File: src/rtl/ham_decode_8_4_pipe.sv
// Two-stage (8,4) Hamming decoder with valid/ready flow control.
// Stage 1 registers the codeword and its syndrome; stage 2 registers the
// corrected data and error flags. Optional saturating error counters are
// built only when HAM_DECODE_CNT_EN is defined; otherwise the counter ports
// read zero and cnt_clr_i is ignored.
module ham_decode_8_4_pipe #(
   parameter int unsigned CNT_W = 16
) (
   input  logic             clk_i,
   input  logic             rst_ni,
   input  logic             cw_valid_i,
   input  logic [7:0]       cw_i,
   output logic             cw_ready_o,
   output logic             dat_valid_o,
   output logic [3:0]       dat_o,
   output logic             sbe_o,
   output logic             dbe_o,
   output logic [3:0]       syn_o,
   input  logic             dat_ready_i,
   input  logic             cnt_clr_i,
   output logic [CNT_W-1:0] sbe_cnt_o,
   output logic [CNT_W-1:0] dbe_cnt_o
);

   // Stage 1 state
   logic       s1_valid_q;
   logic [7:0] s1_cw_q;
   logic [3:0] s1_syn_q;

   // Stage 2 state
   logic       s2_valid_q;
   logic [3:0] dat_q;
   logic       sbe_q;
   logic       dbe_q;
   logic [3:0] syn_q;

   logic [3:0] exp_chk;
   logic [3:0] in_syn;
   logic       s2_advance;
   logic       s1_advance;
   logic       cw_ready;
   logic [3:0] fix_dat;
   logic       fix_sbe;
   logic       fix_dbe;

   // Expected check bits from received data and the resulting syndrome
   always_comb begin
      exp_chk[3] = cw_i[3] ^ cw_i[2] ^ cw_i[0];
      exp_chk[2] = cw_i[2] ^ cw_i[1] ^ cw_i[0];
      exp_chk[1] = cw_i[3] ^ cw_i[2] ^ cw_i[1];
      exp_chk[0] = cw_i[3] ^ cw_i[1] ^ cw_i[0];
      in_syn     = exp_chk ^ cw_i[7:4];
   end

   // Handshake: stage 2 drains when empty or accepted; stage 1 follows it
   always_comb begin
      s2_advance = ~s2_valid_q | dat_ready_i;
      s1_advance = s1_valid_q & s2_advance;
      cw_ready   = ~s1_valid_q | s1_advance;
   end

   // Stage 1 register: capture codeword and syndrome whenever it can accept
   always_ff @(posedge clk_i or negedge rst_ni) begin
      if (!rst_ni) begin
         s1_valid_q <= 1'b0;
         s1_cw_q    <= 8'h00;
         s1_syn_q   <= 4'h0;
      end else if (cw_ready) begin
         s1_valid_q <= cw_valid_i;
         s1_cw_q    <= cw_i;
         s1_syn_q   <= in_syn;
      end
   end

   // Syndrome classification: data column -> flip, one-hot -> check-bit hit
   always_comb begin
      fix_dat = s1_cw_q[3:0];
      fix_sbe = 1'b0;
      fix_dbe = 1'b0;
      case (s1_syn_q)
         4'b0000: ;
         4'b1011: begin fix_dat[3] = ~s1_cw_q[3]; fix_sbe = 1'b1; end
         4'b1110: begin fix_dat[2] = ~s1_cw_q[2]; fix_sbe = 1'b1; end
         4'b0111: begin fix_dat[1] = ~s1_cw_q[1]; fix_sbe = 1'b1; end
         4'b1101: begin fix_dat[0] = ~s1_cw_q[0]; fix_sbe = 1'b1; end
         4'b0001, 4'b0010, 4'b0100, 4'b1000: fix_sbe = 1'b1;
         default: fix_dbe = 1'b1;
      endcase
   end

   // Stage 2 register: holds while a presented result is not accepted
   always_ff @(posedge clk_i or negedge rst_ni) begin
      if (!rst_ni) begin
         s2_valid_q <= 1'b0;
         dat_q      <= 4'h0;
         sbe_q      <= 1'b0;
         dbe_q      <= 1'b0;
         syn_q      <= 4'h0;
      end else if (s2_advance) begin
         s2_valid_q <= s1_valid_q;
         dat_q      <= fix_dat;
         sbe_q      <= fix_sbe;
         dbe_q      <= fix_dbe;
         syn_q      <= s1_syn_q;
      end
   end

`ifdef HAM_DECODE_CNT_EN
   logic [CNT_W-1:0] sbe_cnt_q;
   logic [CNT_W-1:0] dbe_cnt_q;
   logic             xfer;
   logic [CNT_W-1:0] cnt_one;

   assign xfer    = s2_valid_q & dat_ready_i;
   assign cnt_one = {{(CNT_W-1){1'b0}}, 1'b1};

   // Saturating error counters; clear takes priority over increment
   always_ff @(posedge clk_i or negedge rst_ni) begin
      if (!rst_ni) begin
         sbe_cnt_q <= '0;
         dbe_cnt_q <= '0;
      end else if (cnt_clr_i) begin
         sbe_cnt_q <= '0;
         dbe_cnt_q <= '0;
      end else begin
         if (xfer && sbe_q && (sbe_cnt_q != '1)) sbe_cnt_q <= sbe_cnt_q + cnt_one;
         if (xfer && dbe_q && (dbe_cnt_q != '1)) dbe_cnt_q <= dbe_cnt_q + cnt_one;
      end
   end

   assign sbe_cnt_o = sbe_cnt_q;
   assign dbe_cnt_o = dbe_cnt_q;
`else
   logic unused_cnt_clr;
   assign unused_cnt_clr = cnt_clr_i;
   assign sbe_cnt_o      = '0;
   assign dbe_cnt_o      = '0;
`endif

   assign cw_ready_o  = cw_ready;
   assign dat_valid_o = s2_valid_q;
   assign dat_o       = dat_q;
   assign sbe_o       = sbe_q;
   assign dbe_o       = dbe_q;
   assign syn_o       = syn_q;

endmodule

File: config.mk
export PLATFORM = sky130hd
export DESIGN_NAME = ham_decode_8_4_pipe
export DESIGN_NICKNAME = d
export VERILOG_FILES = /design/src/rtl/ham_decode_8_4_pipe.sv
export SDC_FILE = /design/constraint.sdc
export NUM_CORES = 1
export LEC_CHECK = 0
export ABC_AREA = 1
export CAP_MARGIN = 10
export CORE_ASPECT_RATIO = 0.6
export CORE_UTILIZATION = 43
export CTS_BUF_LIST = sky130_fd_sc_hd__clkbuf_8 sky130_fd_sc_hd__clkbuf_16
export CTS_CLUSTER_DIAMETER = 60
export DETAILED_ROUTE_END_ITERATION = 7
export PLACE_DENSITY = 0.78
export SETUP_SLACK_MARGIN = 0.05
export SYNTH_ARGS = -nofsm -noshare
export SYNTH_HDL_FRONTEND = slang
export SYNTH_SLANG_ARGS = --single-unit
File: constraint.sdc
create_clock -name clk_i -period 1.3 [get_ports clk_i]
set_input_delay 0.13 -clock clk_i [delete_from_list [all_inputs] [get_ports clk_i]]
set_output_delay 0.13 -clock clk_i [all_outputs]
set_load 0.05 [all_outputs]
==> metrics.md, run 1 <==
| Metric | Value |
|---|---|
| Final period utilization | `96.7%` |
| Synth Area in XOR/XNOR | `8.81%` |
| DP Cell Count | `243` |
| CTS Hold Bufs | `0` |
| Share of flip-flops with an asynchronous set or reset | `100%` |
| Gr ovfl total | `0` |
| Simple logic cell fraction of the synthesized area | `25.2%` |
| Num rows | `15` |
| Routed WL | `2430 um` |
| CP Capture Type | `output pin` |
| Clock skew | `4.88 ps` |
| Top cells by area, synth | `dfrtp_1, buf_4, nand2_1` |
| IO Count | `57` |
| Dominant cell type by area after synthesis | `dfrtp_1` |
| Final Critical Period | `1260 ps` |
| Setup crit start | `dat_valid_o` |
| Hold Path Class | `in -> async` |
| Layout area overhead | `27.8%` |
| Post-synthesis compound-gate area fraction | `5.75%` |
| Most frequent cell after synthesis | `nand2_1` |
| Cells after synthesis | `177` |
| DR WL/cell | `9.73 um` |
| Total leakage power | `0.000934 uW` |
| Synth Area in Adders | `0%` |
| Clk_lat worst skew | `260 ps` |
| Most used DFF post-synth | `dfrtp_1` |
| Die X-Extent | `75.5 um` |
| Pwr dens | `1430 nW/um^2` |
| Post-DP HPWL | `1810 um` |
| CTS tree | `built` |
| # fillers | `275` |
| Clk buf depth | `2` |
| Root buf cell | `clkbuf_8` |
| Fraction of layout cells with a size suffix above 1 | `20.2%` |
| Combinational family with the most area after synthesis | `simple AND/OR/NAND/NOR gates` |
| DRT Pass-1 Iters | `4` |
| Die height | `46.1 um` |
| Final worst slack | `42.3 ps` |
| Final core utilization | `60.0%` |
| Vias per std cell | `4.24` |
| Core ar. | `2970 sq um` |
| Yosys Warn Count | `0` |
| Clock transition at path regs | `70 ps` |
| DRC Markers | `0` |
| Mean post-synth cell area | `7.87 sq um` |
| Remaining antenna violation count | `0` |
| Final nets | `222` |
| Starting DRT DRC Count | `66` |
| Port Buffer Count | `23` |
| Multiplexer area fraction after synthesis | `0%` |
| Reg area | `502 sq um` |
| Fin cells | `250` |
| Slew Limit Fails | `0` |
| Die footprint | `3480 sq um` |
| Final TNS setup | `0 ps` |
| # diodes | `0` |
| Number of global-route vias before repair | `887` |
| GRT Total Usage | `16.1%` |
| Maximum vdd ir drop | `869 uV` |
| Crit Path Category | `reg -> out` |
| Depth of the CTS H-tree | `1` |
| CTS Buf Count | `3` |
| Initial core utilization | `47.0%` |
| Post-synth top area share | `35.9%` |
| CP Data Required Time | `1170 ps` |
| Reg2reg path depth | `8` |
| WP data arrival | `1130 ps` |
| Register area share after synthesis | `35.9%` |
| RSZ-0062 raised after global routing | `true` |
| Critical-path maximum fanout | `2` |
| Final Hold Vio Count | `0` |
| Largest net degree at the start of global routing | `21` |
| Via Count | `1060` |
| Highest clock rate | `0.795 GHz` |
| Yosys reg bits | `20` |
| Max_cap viols | `0` |
| Dpl ws | `-8.68 ps` |
| Origin of the critical flop-to-flop path | `dat_valid_o` |
| EDFF count, synth | `0` |
| First-pass GRT wire length | `4020 um` |
| Synth Cell Area | `1390 sq um` |
| Distinct cells, synth | `23` |
| Placer Congestion | `0.814` |
| Area of the multi-input gates | `673 sq um` |
| Crit start category | `flip-flop` |
| Synth top cells by count | `nand2_1, buf_4, dfrtp_1` |
| Initial antenna violation count | `0` |
| Final setup fails | `0` |
| Sinks on Clock Net | `20` |
| Status | `completed` |
power by group:
part | leakage, uW | internal (uW) | switching, uW
Sequential | 0.000236 | 735 | 118
Clock | 0.0000269 | 211 | 209
Combinational | 0.000671 | 484 | 780
Total | 0.000934 | 1430 | 1110
per-stage QoR:
stage	instance area, sq um	power [uW]	hold WS [ps]
5_1_grt	1780	2670	224
3_3_place_gp	1700	2090	501
6_report	1780	2540	206
4_1_cts	1780	2550	218
3_5_place_dp	1700	2110	492
2_1_floorplan	1520	1700	-166
logic make-up after synthesis:
group | count (synthesis)
flip-flops | 20
buffers and inverters | 53
XOR/XNOR | 14
AO/OA/AOI/OAI | 13
AND/OR/NAND/NOR | 76
other | 1
cell type report:
type	instances	area share, %
Clock buffer	3	2.32
Clock inverter	1	0.211
Inverter	15	3.73
Multi-Input combinational cell	135	37.8
Sequential cell	20	28.2
Tap cell	42	2.95
Timing Repair Buffer	34	24.8
registers in the layout (all words and copies together), names as in the netlist:
register,flops
s1_valid_q,1
dbe_o,1
dat_o,4
dat_valid_o,1
s1_cw_q,4
sbe_o,1
s1_syn_q,4
syn_o,4
critical path, cell delays in order, from the launching register on:
cell     delay [ps]
dfrtp_2         370
inv_2            40
nor2_4          100
inv_4            60
nor2_8          120
inv_8            40
buf_8           140
timing repair:
item	CTS	global route
resized for setup	4	0
setup buffers	3	0
setup endpoints to repair	1	4
pin swaps	2	1
cell usage in the layout (no fill, tap or decap), drive strengths merged:
cell           instances
nor3                   1
nand3                 10
xnor2                  7
o21ai                 13
nand2                 55
clkdlybuf4s50         11
nor2                   8
inv                   16
buf                   23
xor2                   7
clkbuf                 3
dfrtp                 20
or2                    1
conb                  32
nand4                  1
layer usage:
layer	vias up	GRT usage, %	wire (um)
met5	-	0	0
met4	0	4.44	23
met3	5	5.47	114
met2	28	23.4	1080
met1	491	22.8	1210
li1	536	-	-
final timing paths:
kind	endpoint	slack, ps
max in group asynchronous	dat_valid_o	870
worst min register to register	s1_cw_q[0]	540
worst max-delay path	cw_ready_o	40
min in group clk_i	s1_valid_q	430
worst min-delay path	dbe_o	210
worst max register to register	s1_cw_q[1]	80
(Power assumes the default switching activity.)
==> run 2, diff against run 1 <==
- CORE_MARGIN: default -> 1
==> results of run 2 <==
Same layout as run 1: the final DEF is identical, and so are final timing and power.
